[src/rtl/cd_to_ab_rx.sv]
// cd_to_ab_rx: clkAB-side receiver of a 4-phase req/ack handshake from clkCD, buffering words in a show-ahead FIFO.
module cd_to_ab_rx #(
  parameter int WIDTH = 2,
  parameter int DEPTH = 4,
  parameter int SYNC_STAGES = 2
) (
  input  logic                       clkAB,
  input  logic                       rst,
  input  logic                       req_cd,
  input  logic [WIDTH-1:0]           data_cd,
  output logic                       ack_ab,
  output logic [WIDTH-1:0]           dout,
  output logic                       dout_valid,
  input  logic                       dout_ready,
  output logic [$clog2(DEPTH+1)-1:0] count,
  output logic                       full
);
  localparam int AW = $clog2(DEPTH);
  localparam int CW = $clog2(DEPTH+1);
  typedef enum logic [1:0] {S_INIT, S_IDLE, S_ACK} state_t;
  state_t state, state_n;
  logic [SYNC_STAGES-1:0] sync;
  logic [WIDTH-1:0] mem [DEPTH];
  logic [AW-1:0] wr_ptr, rd_ptr;
  logic req_s, push, pop;
  assign req_s = sync[SYNC_STAGES-1];
  assign full = count == CW'(DEPTH);
  assign dout_valid = count != '0;
  assign dout = mem[rd_ptr];
  assign pop = dout_valid && dout_ready;
  always_comb begin
    push = state == S_IDLE && req_s && !full;
    state_n = state == S_INIT ? (req_s ? S_INIT : S_IDLE) :
              state == S_IDLE ? (push ? S_ACK : S_IDLE) :
              (req_s ? S_ACK : S_IDLE);
  end
  // Chain resets high so a req still asserted across reset is never mistaken for a fresh request.
  always_ff @(posedge clkAB) begin
    if (rst) begin
      sync <= '1;
      state <= S_INIT;
      ack_ab <= 1'b0;
      wr_ptr <= '0;
      rd_ptr <= '0;
      count <= '0;
    end else begin
      sync <= {sync[SYNC_STAGES-2:0], req_cd};
      state <= state_n;
      ack_ab <= state_n == S_ACK;
      wr_ptr <= wr_ptr + AW'(push);
      rd_ptr <= rd_ptr + AW'(pop);
      count <= count + CW'(push) - CW'(pop);
    end
  end
  always_ff @(posedge clkAB) begin
    if (push) mem[wr_ptr] <= data_cd;
  end
endmodule

[config.mk]
export PLATFORM = sky130hd
export DESIGN_NAME = cd_to_ab_rx
export DESIGN_NICKNAME = d
export VERILOG_FILES = /design/src/rtl/cd_to_ab_rx.sv
export SDC_FILE = /design/constraint.sdc
export NUM_CORES = 1
export LEC_CHECK = 0
export CAP_MARGIN = 20
export CORE_AREA = 2 2 48 50
export DETAILED_ROUTE_END_ITERATION = 12
export DIE_AREA = 0 0 50 52
export GPL_TIMING_DRIVEN = 0
export SLEW_MARGIN = 0
export SYNTH_ARGS = -nofsm -noshare
export SYNTH_HDL_FRONTEND = slang
export SYNTH_SLANG_ARGS = --single-unit
[constraint.sdc]
create_clock -name clkAB -period 2.6 [get_ports clkAB]
set_input_delay 0.39 -clock clkAB [delete_from_list [all_inputs] [get_ports clkAB]]
set_output_delay 0.39 -clock clkAB [all_outputs]
set_load 0.01 [all_outputs]
---- Word-level counts from Yosys, hierarchy flattened ----
Memory sizes are Yosys's and may differ from the RTL's. A register that Yosys moved wholly into a read port is not among the register bits.
Cells that the tools add are included.
word-level totals
  register bits ........................... 12
  memories ................................ 1
  output and inout port bits .............. 8
  RAM bits ................................ 8
  input port bits ......................... 6
  word-level logic and storage cells ...... 28
memory list
  name  words  bits a word  rd ports  clocked after memory_dff  write ports  line  source
  mem   4      2            1         1                         1            23    logic [WIDTH-1:0] mem [DEPTH];
cells by class
  equal/unequal tests ..................... 3
  reductions and logical operators ........ 6
  add/subtract/negate cells ............... 4
  mux-type cells .......................... 8
operator list
  kind                                           count
  two-way mux 2 bit                              5
  adder 2 x 1 -> 2 bit                           2
  adder 3 x 1 -> 3 bit                           1
  == test 3 bit, second input constant           1
  logical AND 1 bit                              3
  two-way mux 1 bit                              3
  nonzero test 3 bit                             1
  subtractor 3 x 1 -> 3 bit                      1
  == test 2 x 1 -> 1 bit, second input constant  1
  == test 2 bit, second input constant           1
  logical NOT 2 bit                              1
  logical NOT 1 bit                              1

---- Longest topological paths before layout ----
Gate-level depths: netlist of the first run.
  depth in word-level cells ............... 7
  depth in mapped cells ................... 10
  mapped depth without buffers ............ 10

---- Least setup slack after synthesis of the first run ----
OpenSTA, ideal clock, no wires.
  kind .................................... reg2reg
  start ................................... register count[2]
  end ..................................... register count[2]
  period minus slack after synthesis ...... 2.188 ns
  library setup time ...................... 0.078 ns
  path buffers ............................ 0
  arrival time ............................ 2.110 ns
  data required time ...................... 2.522 ns
  cell stages (with the launch flop) ...... 11
  slack ................................... 0.412 ns
  path through ............................ dfxtp_1 > or3b_4 > nand3_2 > inv_2 > xnor2_1 > ha_1 > inv_1 > fa_1 > xor2_1 > and2_2 > nor3_1
between the ends
  longest elaborated chain between the ends .. 5
  elaborated cells on any way between the ends .. 7
  classes of those cells .................. 2 x add/sub; 1 x eq/ne; 4 x reduce/logical
RTL lines
  what                           line  source
  from (decl)                    15    output logic [$clog2(DEPTH+1)-1:0] count,
  from (signal assigned)         52    count <= count + CW'(push) - CW'(pop);
  == test 3 bit                  27    assign full = count == CW'(DEPTH);
  logical NOT 1 bit              32    push = state == S_IDLE && req_s && !full;
  logical AND 1 bit              32
  adder 3 x 1 -> 3 bit           52
  subtractor 3 x 1 -> 3 bit (*)  52
Mark *: on every way between the ends. The rest lies on a longest branch, timed or not.
A chain may end at the register's enable or synchronous reset.

---- Final worst setup path of the first run ----
Ends and elaborated chain as after synthesis.

==> flow_results.org, run 1 <==
** Clock tree
- The number of gates resized after CTS was 0.
- In this run the number of H-tree levels came out at 1.
- CTS tree :: built
- Clock Latency Late Sink :: 0.28 ns
- Clock-pin slew was measured on the worst setup and hold paths at 0.10 ns.
- The longest clock path from root to sink contains 2 buffers.
- Setup bufs post-CTS :: 0
- Clock buffer count from CTS :: 3
- The tree is rooted in a sky130_fd_sc_hd__clkbuf_4.
- Total number of clock tree sinks :: 20
- CTS hold repair buffers :: 0

** Critical path
- Traced cell by cell, the critical path runs through or3b_4, nand3_2, inv_2, xnor2_1, ha_1, inv_1, fa_1, xor2_1, and2_2, nor3_1.
- The worst setup path is launched from a register.
- At the worst endpoint, the required time is 2.81 ns.
- Highest fanout seen on the critical path :: 7
- In this design, the largest share of critical-path delay is due to simple AND/OR/NAND/NOR gates.
- Largest stage delay on the critical path :: 0.42 ns
- Worst setup path class :: reg2reg
- Slowest cell on the critical path :: sky130_fd_sc_hd__dfxtp_1
- Arrival time of data at the critical path endpoint :: 2.50 ns
- The worst setup path is captured at a register.
- The worst register-to-register path has a setup slack of 0.31 ns.
- Together, buffers and inverters on the worst path number 2.

** Floorplanning
- The die is 50 µm wide.
- Starting Density :: 0.378
- After floorplanning, the core was divided into 17 placement rows.
- Area of the die :: 2600 µm²
- Vertical die dimension :: 52 µm
- Core box area :: 2110 µm²
- Number of top-level design ports :: 14

** Min path
- The min-delay analysis places its worst path in the category reg2reg.

** Cells and area
- Total inserted antenna cells :: 0
- Counting the fill cells in the layout gives 197.
- Area added between synthesis and finish :: 24.1%
- In the final layout, the share of cells above drive strength 1 is 0.154.
- The final layout contains 88 nets.
- At the end of the flow the core is filled with cells to 0.469.
- Once layout is done, the placed cells without fillers occupy 987 µm².

** Placement
- The congestion estimate from routability-driven global placement came to 0.648.
- Standard cell area after detailed placement :: 961 µm²
- Number of buffers inserted by port buffering :: 13
- Summed over all nets, the half-perimeter wirelength after detailed placement is 916 µm.

** Power
- Static leakage :: 0.364 nW
- Across the VDD grid, the largest voltage drop is 0.425 mV.
- Power spread over the standard cell area amounts to 822 nW/µm².
- The design draws 0.000811 W.

** Flow run
- Max-cap violations in this run came to 0.

** STA
- The number of hold violations in the final report is 0.
- Static timing analysis puts the maximum clock frequency at 437 MHz.
- Setup-failing EPs final :: 0
- Post-layout min period :: 2.29 ns
- Adding up every negative setup slack in the final design gives 0 ns.
- Headroom to the max-slew limit came out at 0.650.
- Setup repair after global routing left no endpoint under its margin.
- Final period utilization :: 0.881
- Slew at the pin closest to its max-slew limit :: 0.521 ns
- The count of final max-slew check failures was 0.
- Maximum clock skew at final layout :: 0.00501 ns

** Outcome
- The flow ran to the end, and the final reports show no timing, DRC or antenna violations.

** GRT
- Gr ovfl total :: 0
- Vias in the first global route :: 503
- Entering global routing, the biggest net connects 12 pins.
- Total track usage :: 0.114
- The first global-routing pass estimated 2.17 mm of wire.
- Initial antenna violation count :: 0

** Drt
- Pre-antenna DRT Iters :: 2
- After detailed routing, the total wire length is 1.16 mm.
- Using the TritonRoute via totals, the vias-per-cell ratio works out to 4.62.
- Vias post-DR :: 490
- In the final routed layout, each cell accounts on average for 11.0 µm.
- The detail route stage leaves a number of antenna-violating nets equal to 0.
- In the routed design, unresolved DRC markers number 0.
- For this block, the initial DRC count from the detailed router was 3.

** Synth
- Part of the Yosys area used for sequential elements :: 0.604
- The share of synthesized area in the top cell type comes to 0.302.
- Leading cell types by total area after synthesis :: sky130_fd_sc_hd__dfxtp_1, sky130_fd_sc_hd__edfxtp_1, sky130_fd_sc_hd__mux4_2
- Post-synthesis cell area :: 796 µm²
- After synthesis the netlist holds a flip-flop and latch count of 20.
- Synthesis instantiated 24 different standard cells from the library.
- Counting every net in the synthesized netlist gives 70.
- Synthesis handed over a netlist of 61 instances.
- Largest area contributor in the netlist :: sky130_fd_sc_hd__dfxtp_1
- Yosys printed 0 warnings.
- Synth Area per Inst :: 13.0 µm²
==> cell families after synthesis <==
logic type | after synthesis | synth area share
compound gates | 4 | 0.0330
xor+xnor | 5 | 0.0550
fa+ha+maj | 3 | 0.0566
buf+inv | 4 | 0.0189
flops | 20 | 0.604
mux | 2 | 0.0566
simple gates | 23 | 0.176
==> registers in the layout, indices dropped and copies added (netlist names) <==
signal,count
count,3
state,2
ack_ab,1
mem,8
sync,2
rd_ptr,2
wr_ptr,2
==> final timing paths <==
path / startpoint / to / cells after the start
max: count[2] / count[2] / 10
min: sync[0] / sync[1] / 1
min reg2reg: sync[0] / sync[1] / 1
max reg2reg: count[2] / count[2] / 10
==> where the power goes <==
part           total [W]  switching (W)  internal [W]
combinational   0.000263       0.000101      0.000162
clock           0.000144      0.0000842     0.0000595
sequential      0.000405      0.0000455      0.000359
total           0.000811       0.000231      0.000581
==> cells in the final DEF (no fill, tap or decap) <==
master	n
sky130_fd_sc_hd__dfxtp_1	12
sky130_fd_sc_hd__fa_1	1
sky130_fd_sc_hd__or3b_4	1
sky130_fd_sc_hd__edfxtp_1	8
sky130_fd_sc_hd__a21oi_1	2
sky130_fd_sc_hd__or3_2	1
sky130_fd_sc_hd__nor2_1	6
sky130_fd_sc_hd__clkdlybuf4s50_1	13
sky130_fd_sc_hd__nand2_1	1
sky130_fd_sc_hd__inv_1	2
sky130_fd_sc_hd__ha_1	2
sky130_fd_sc_hd__inv_2	1
sky130_fd_sc_hd__xnor2_1	2
sky130_fd_sc_hd__nand3_2	1
sky130_fd_sc_hd__and3_1	1
sky130_fd_sc_hd__nor2b_1	3
sky130_fd_sc_hd__nor3b_1	4
sky130_fd_sc_hd__xor2_1	3
sky130_fd_sc_hd__nor3_1	2
sky130_fd_sc_hd__o31ai_1	1
sky130_fd_sc_hd__o311ai_0	1
sky130_fd_sc_hd__or2_2	2
sky130_fd_sc_hd__mux4_2	2
sky130_fd_sc_hd__and2_2	1
sky130_fd_sc_hd__clkbuf_1	2
sky130_fd_sc_hd__clkbuf_4	3
==> cells in the mapped netlist (all sizes together) <==
library cell	number
nand2	1
nand3	1
mux4	2
a21oi	2
xor2	3
xnor2	2
edfxtp	8
and3	1
or3	1
clkbuf	1
nor2b	3
nor2	6
nor3b	4
nor3	2
inv	3
ha	2
or2	2
o31ai	1
or3b	1
o311ai	1
dfxtp	12
and2	1
fa	1
==> layout make-up <==
| class | count | area, µm² | share of cell area |
|---|---|---|---|
| Sequential cell | 20 | 480 | 0.487 |
| Clock buffer | 4 | 26.3 | 0.0266 |
| Timing Repair Buffer | 13 | 130 | 0.132 |
| Buffer | 1 | 3.75 | 0.00380 |
| Tap cell | 28 | 35.0 | 0.0355 |
| Multi-Input combinational cell | 37 | 300 | 0.304 |
| Inverter | 3 | 11.3 | 0.0114 |
==> through the flow <==
| step | std cells | hold WS [ns] | setup slack, ns |
|---|---|---|---|
| CTS | 106 | 0.435 | 0.284 |
| global placement | 102 | 0.406 | 0.296 |
| finish | 106 | 0.427 | 0.310 |
| detailed placement | 102 | 0.406 | 0.280 |
| global route | 106 | 0.454 | 0.0894 |
| floorplan | 61 | 0.389 | 0.412 |
==> routing by layer <==
| metal | global-route usage | share of wire | vias up |
|---|---|---|---|
| li1 | - | - | 246 |
| met5 | 0 | 0 | - |
| met3 | 0.0259 | 0.025 | 2 |
| met4 | 0.0556 | 0.0069 | 0 |
| met2 | 0.204 | 0.53 | 7 |
| met1 | 0.126 | 0.44 | 235 |
Power figures use the tool's default switching activity.
==> run 2: changes to the inputs <==
- CORE_AREA: 2 2 48 50 -> 2 2 44 46
- CTS_CLUSTER_SIZE: default -> 25
- DIE_AREA: 0 0 50 52 -> 0 0 46 48
- PLACE_DENSITY: default -> 0.71
==> flow_results.org, run 2 (synthesized netlist as in run 1, its figures left out) <==
** Power
- The total leakage power came to 0.370 nW (was 0.364 nW).
- The peak supply drop is 0.410 mV (was 0.425 mV).
- The power per standard cell area came to 855 nW/µm² (was 822 nW/µm²).

** Critical path
- The endpoint class of the critical path is a register (unchanged).
- The maximum fanout along the worst path is 7 (unchanged).
- The class of the most critical setup path was reg2reg (unchanged).
- The kind of start point of the critical path is a register (unchanged).
- The critical path data required time came to 2.82 ns (was 2.81 ns).
- The arrival time at the worst endpoint was 2.51 ns (was 2.50 ns).

** STA
- Count of pins over their slew limit :: 0 (unchanged)
- Unrepaired setup endpoints after global routing :: false (unchanged)
- Post-layout min period :: 2.28 ns (was 2.29 ns)
- The setup violation total in the final timing report is 0 (unchanged).
- Hold Violations, Final :: 0 (unchanged)
- The sum of negative setup slack was 0 ns (unchanged).
- Max-slew headroom at the worst pin :: 0.653 (was 0.650)
- The maximum clock skew at final layout is 0.00301 ns (was 0.00501 ns).
- Upper clock frequency limit :: 438 MHz (was 437 MHz)
- The actual slew at the worst max-slew pin came to 0.517 ns (was 0.521 ns).
- Final period utilization :: 0.878 (was 0.881)

** Clock tree
- Setup bufs post-CTS :: 0 (unchanged)
- Clock buffer count from CTS :: 3 (unchanged)
- The clock tree buffer depth came to 2 (unchanged).
- The clock latency on the worst-skew pair was 0.29 ns (was 0.28 ns).
- The total of cells resized after clock tree synthesis was 0 (unchanged).
- The clock net sink count was 20 (unchanged).
- Clock slew seen by the registers of the worst setup and hold paths :: 0.10 ns (about the same)
- The number of buffers inserted by hold repair at cts came to 0 (unchanged).
- The CTS tree is built (unchanged).
- The clock tree root buffer cell is sky130_fd_sc_hd__clkbuf_4 (unchanged).
- The CTS H-tree depth is 1 (unchanged).

** Floorplanning
- The number of standard-cell rows in the floorplan was 15 (was 17).
- The initial core utilization is 0.471 (was 0.378).
- Area of the die :: 2210 µm² (was 2600 µm²)
- The vertical die dimension came to 48 µm (was 52 µm).
- The placeable core region came to 1690 µm² (was 2110 µm²).
- The die width is 46 µm (was 50 µm).
- Number of top-level design ports :: 14 (unchanged)

** Cells and area
- The number of filler cells placed in the layout was 141 (was 197).
- The count of inserted antenna diode cells was 0 (unchanged).
- Layout cell share with drive strength beyond 1 :: 0.167 (was 0.154)
- Most flop-heavy register :: mem (unchanged)
- Largest register FFs :: 8 (unchanged)
- The area added between synthesis and finish was 23.6% (was 24.1%).
- Leading cell types in the layout, fill and taps excluded :: sky130_fd_sc_hd__clkdlybuf4s50_1, sky130_fd_sc_hd__dfxtp_1, sky130_fd_sc_hd__edfxtp_1, sky130_fd_sc_hd__nor2_1, sky130_fd_sc_hd__nor3b_1 (unchanged)
- Largest registers: mem x8, count x3 (unchanged).
- Number of nets at the end of the flow :: 88 (unchanged)
- Final Instance Count excl. Fillers :: 95 (was 106)
- The most common library cell in the layout ignoring fill and taps is sky130_fd_sc_hd__clkdlybuf4s50_1 (unchanged).

** Drt
- Pre-antenna DRT Iters :: 4 (was 2)
- Drt initial violations :: 5 (was 3)
- Average wire length per cell after detail routing :: 12.4 µm (was 11.0 µm)
- The remaining antenna violation count is 0 (unchanged).
- The detailed-route vias per instance came to 4.95 (was 4.62).
- Total length of routed wires :: 1.18 mm (was 1.16 mm)
- DRC Markers :: 0 (unchanged)
- Vias post-DR :: 470 (was 490)

** Placement
- The detailed-placement wirelength estimate was 910 µm (was 916 µm).
- The weighted congestion at the end of routability-driven global placement was 0.737 (was 0.648).
- The instance count after placement with tap cells included was 91 (was 102).
- The quantity of I/O buffers inserted on ports was 13 (unchanged).

** Outcome
- Outcome :: completed (unchanged)

** GRT
- The number of global-route vias before repair was 421 (was 503).
- The aggregate global routing overflow came to 0 (unchanged).
- Total track usage :: 0.131 (was 0.114)
- Initial antenna violation count :: 0 (unchanged)
- Global-route wire length before repair :: 1.90 mm (was 2.17 mm)
- Pin count of the biggest net entering global routing :: 12 (unchanged)

** Min path
- The path type of the worst min-delay path was reg2reg (unchanged).

** Flow run
- The max-capacitance violation count is 0 (unchanged).
run 2: changes by cell type in the layout (fill, tap and decap cells not counted):
cell,before,now
sky130_fd_sc_hd__clkbuf_8,0,1
sky130_fd_sc_hd__clkbuf_1,2,1
run 2: layout make-up:
cell class	count	area, µm²	share of cell area
Buffer	1	3.75	0.00382
Clock buffer	4	36.3	0.0369
Inverter	3	11.3	0.0115
Multi-Input combinational cell	37	300	0.305
Sequential cell	20	480	0.489
Tap cell	17	21.3	0.0216
Timing Repair Buffer	13	130	0.132
run 2: stage by stage:
step	worst slack [ns]	hold WS [ns]	power, W	instance area (µm²)	util
global route	0.123	0.456	0.000896	983	0.582
floorplan	0.412	0.389	0.000560	796	-
finish	0.318	0.424	0.000841	983	0.582
CTS	0.300	0.429	0.000852	983	0.582
global placement	0.299	0.391	0.000672	947	0.561
detailed placement	0.291	0.399	0.000679	947	0.561
run 2: routing by layer:
| metal | vias to the layer above | share of wire | global-route usage |
|---|---|---|---|
| met5 | - | 0 | 0 |
| met4 | 0 | 0.0085 | 0.0686 |
| met3 | 2 | 0.034 | 0.0453 |
| met2 | 8 | 0.47 | 0.200 |
| met1 | 211 | 0.48 | 0.165 |
| li1 | 249 | - | - |
run 2: worst max-delay path, cell delays in order, from the launching register on:
cell and delay, ns:
sky130_fd_sc_hd__dfxtp_1 0.42, sky130_fd_sc_hd__or3b_4 0.42, sky130_fd_sc_hd__nand3_2 0.13, sky130_fd_sc_hd__inv_2 0.07, sky130_fd_sc_hd__xnor2_1 0.14, sky130_fd_sc_hd__ha_1 0.16
sky130_fd_sc_hd__inv_1 0.05, sky130_fd_sc_hd__fa_1 0.37, sky130_fd_sc_hd__xor2_1 0.16, sky130_fd_sc_hd__and2_2 0.20, sky130_fd_sc_hd__nor3_1 0.11
run 2: worst paths after layout:
kind / start / end / slack [ns] / cells after the start
setup / recovery: count[2] / count[2] / 0.32 / 10
hold / removal: sync[0] / sync[1] / 0.42 / 1
setup reg to reg: count[2] / count[2] / 0.32 / 10
hold reg to reg: sync[0] / sync[1] / 0.42 / 1
run 2: power breakdown:
group / leakage [nW] / switching [W] / total, W / internal, W
clock network: 0.0210 / 0.0000869 / 0.000172 / 0.0000853
registers: 0.170 / 0.0000449 / 0.000404 / 0.000359
logic: 0.179 / 0.000101 / 0.000265 / 0.000164
total: 0.370 / 0.000233 / 0.000841 / 0.000608
==> run 3: changes to the inputs <==
- CTS_BUF_LIST: default -> sky130_fd_sc_hd__clkbuf_16
- MAX_ROUTING_LAYER: default -> met4
==> flow_results.org, run 3 (synthesized netlist as in run 1, its figures left out) <==
** Critical path
- Worst endpoint required time :: 2.77 ns (was 2.82 ns)
- CP Buf/Inv Count :: 2 (unchanged)
- Critical Path, Cell by Cell :: or3b_4, nand3_2, inv_2, xnor2_1, ha_1, inv_1, fa_1, xor2_1, and2_2, nor3_1 (unchanged)
- The library cell contributing the largest single delay on the critical path is sky130_fd_sc_hd__or3b_4 (was sky130_fd_sc_hd__dfxtp_1).
- Largest delay share family, worst path :: simple AND/OR/NAND/NOR gates (unchanged)
- The class of the most critical setup path is reg2reg (unchanged).
- Largest stage delay on the critical path :: 0.43 ns (was 0.42 ns)
- Crit end category :: register (unchanged)
- The arrival time at the worst endpoint came to 2.46 ns (was 2.51 ns).
- Highest fanout seen on the critical path :: 7 (unchanged)
- Crit start category :: register (unchanged)

** Cells and area
- The register with the most flip-flops was mem (unchanged).
- Number of nets at the end of the flow :: 88 (unchanged)
- The final instance area was 1030 µm² (was 983 µm²).
- Largest registers: mem x8, count x3 (unchanged).
- Largest register FFs :: 8 (unchanged)
- Leading cell types in the layout, fill and taps excluded: sky130_fd_sc_hd__clkdlybuf4s50_1, sky130_fd_sc_hd__dfxtp_1, sky130_fd_sc_hd__edfxtp_1, sky130_fd_sc_hd__nor2_1, sky130_fd_sc_hd__nor3b_1 (unchanged).
- The count of inserted antenna diode cells is 0 (unchanged).
- Commonest non-fill, non-tap cell in the layout :: sky130_fd_sc_hd__clkdlybuf4s50_1 (unchanged)
- Layout cell share with drive strength beyond 1 :: 0.154 (was 0.167)
- Total of fill cells in the finished design :: 140 (was 141)
- The area added between synthesis and finish was 28.9% (was 23.6%).

** Placement
- Setup Slack @ Placement :: 0.291 ns (unchanged)
- The quantity of I/O buffers inserted on ports came to 13 (unchanged).
- The total placed instance area was 947 µm² (unchanged).
- The weighted congestion at the end of routability-driven global placement came to 0.746 (was 0.737).
- The detailed-placement wirelength estimate is 910 µm (unchanged).

** Min path
- The path type of the worst min-delay path is reg2reg (unchanged).

** Drt
- Total length of routed wires :: 1.24 mm (was 1.18 mm)
- Top layer reached by signal wires :: met4 (unchanged)
- Length of routed met3 wiring :: 45 µm (was 40 µm)
- The remaining antenna violation count was 0 (unchanged).
- Vias post-DR :: 476 (was 470)
- Average wire length per cell after detail routing :: 13.1 µm (was 12.4 µm)
- The detailed-route vias per instance was 5.01 (was 4.95).
- The final routed DRC violation total was 0 (unchanged).
- The met1 layer wirelength in the final routing was 600 µm (was 566 µm).
- Drt initial violations :: 5 (unchanged)
- The detailed-routed wire length on met2 was 576 µm (was 558 µm).
- The number of detailed-route iterations in the first pass was 3 (was 4).

** Power
- Largest vdd supply drop :: 0.446 mV (was 0.410 mV)
- Static leakage :: 0.388 nW (was 0.370 nW)
- The power per standard cell area came to 956 nW/µm² (was 855 nW/µm²).

** STA
- The actual slew at the worst max-slew pin came to 0.520 ns (was 0.517 ns).
- The setup violation total in the final timing report came to 0 (unchanged).
- Final period utilization :: 0.878 (about the same)
- The maximum clock rate was 438 MHz (about the same).
- Post-layout min period :: 2.28 ns (about the same)
- The final critical-path setup slack is 0.318 ns (about the same).
- Hold Violations, Final :: 0 (unchanged)
- Count of pins over their slew limit :: 0 (unchanged)
- The headroom to the max-slew limit came to 0.651 (was 0.653).
- Maximum clock skew at final layout :: 0.00108 ns (was 0.00301 ns)
- Unrepaired setup endpoints after global routing :: false (unchanged)
- Setup_tns :: 0 ns (unchanged)

** Clock tree
- Total number of clock tree sinks :: 20 (unchanged)
- CTS hold repair buffers :: 0 (unchanged)
- The total of cells resized after clock tree synthesis came to 0 (unchanged).
- CTS tree :: built (unchanged)
- The clock transition at the registers of the reported paths is 0.05 ns (was 0.10 ns).
- Root buffer cell :: sky130_fd_sc_hd__clkbuf_16 (was sky130_fd_sc_hd__clkbuf_4)
- The clock tree buffer depth was 2 (unchanged).
- Setup bufs post-CTS :: 0 (unchanged)
- The clock latency on the worst-skew pair was 0.25 ns (was 0.29 ns).
- The total clock buffers created by CTS came to 3 (unchanged).
- H-tree levels :: 1 (unchanged)

** Floorplanning
- Starting Density :: 0.471 (unchanged)
- The placeable core region is 1690 µm² (unchanged).
- The area of the die was 2210 µm² (unchanged).
- Vertical die dimension :: 48 µm (unchanged)
- Number of top-level design ports :: 14 (unchanged)
- Floorplan row count :: 15 (unchanged)
- The die width is 46 µm (unchanged).

** Flow run
- Number of maximum-capacitance constraint violations :: 0 (unchanged)

** Outcome
- Outcome :: completed (unchanged)

** GRT
- The number of global-route vias before repair is 429 (was 421).
- Total track usage :: 0.144 (was 0.131)
- Pin count of the biggest net entering global routing :: 12 (unchanged)
- The aggregate global routing overflow came to 0 (unchanged).
- The first-pass GRT wire length came to 1.99 mm (was 1.90 mm).
- The number of antenna violations at the first check in global routing is 0 (unchanged).
run 3: cell types whose count changed in the layout (fill, tap and decap cells not counted):
| cell | previous run | this run |
|---|---|---|
| sky130_fd_sc_hd__clkbuf_16 | 0 | 3 |
| sky130_fd_sc_hd__clkinv_1 | 0 | 1 |
| sky130_fd_sc_hd__clkbuf_4 | 3 | 0 |
| sky130_fd_sc_hd__clkbuf_8 | 1 | 0 |
run 3: metrics by stage:
stage          hold slack (ns)  std cells   util  total power, W
2_1_floorplan            0.389         61      -        0.000560
3_3_place_gp             0.391         91  0.561        0.000672
3_5_place_dp             0.399         91  0.561        0.000679
4_1_cts                  0.416         95  0.607        0.000992
5_1_grt                  0.440         95  0.607         0.00104
6_report                 0.411         95  0.607        0.000981
run 3: where the power goes:
group          total (W)  switching (W)  internal, W
Combinational   0.000265       0.000101     0.000164
Sequential      0.000407      0.0000472     0.000360
Clock           0.000309       0.000104     0.000204
run 3: metal layers:
layer / up-vias / GRT usage
li1: 248 / -
met1: 217 / 0.174
met2: 9 / 0.211
met3: 2 / 0.0566
met4: 0 / 0.0686
met5: - / -
run 3: path summary, 6_finish.rpt:
check	start	to	slack (ns)	depth (start not counted)
hold / removal	sync[0]	sync[1]	0.41	1
setup / recovery	count[2]	count[2]	0.32	10
hold reg to reg	sync[0]	sync[1]	0.41	1
setup reg to reg	count[2]	count[2]	0.32	10
run 3: area by class of cell:
type,count,area [µm²],area share
Buffer,1,3.75,0.00366
Clock inverter,1,3.75,0.00366
Sequential cell,20,480,0.468
Multi-Input combinational cell,37,300,0.293
Inverter,3,11.3,0.0110
Timing Repair Buffer,13,130,0.127
Tap cell,17,21.3,0.0207
Clock buffer,3,75.1,0.0732
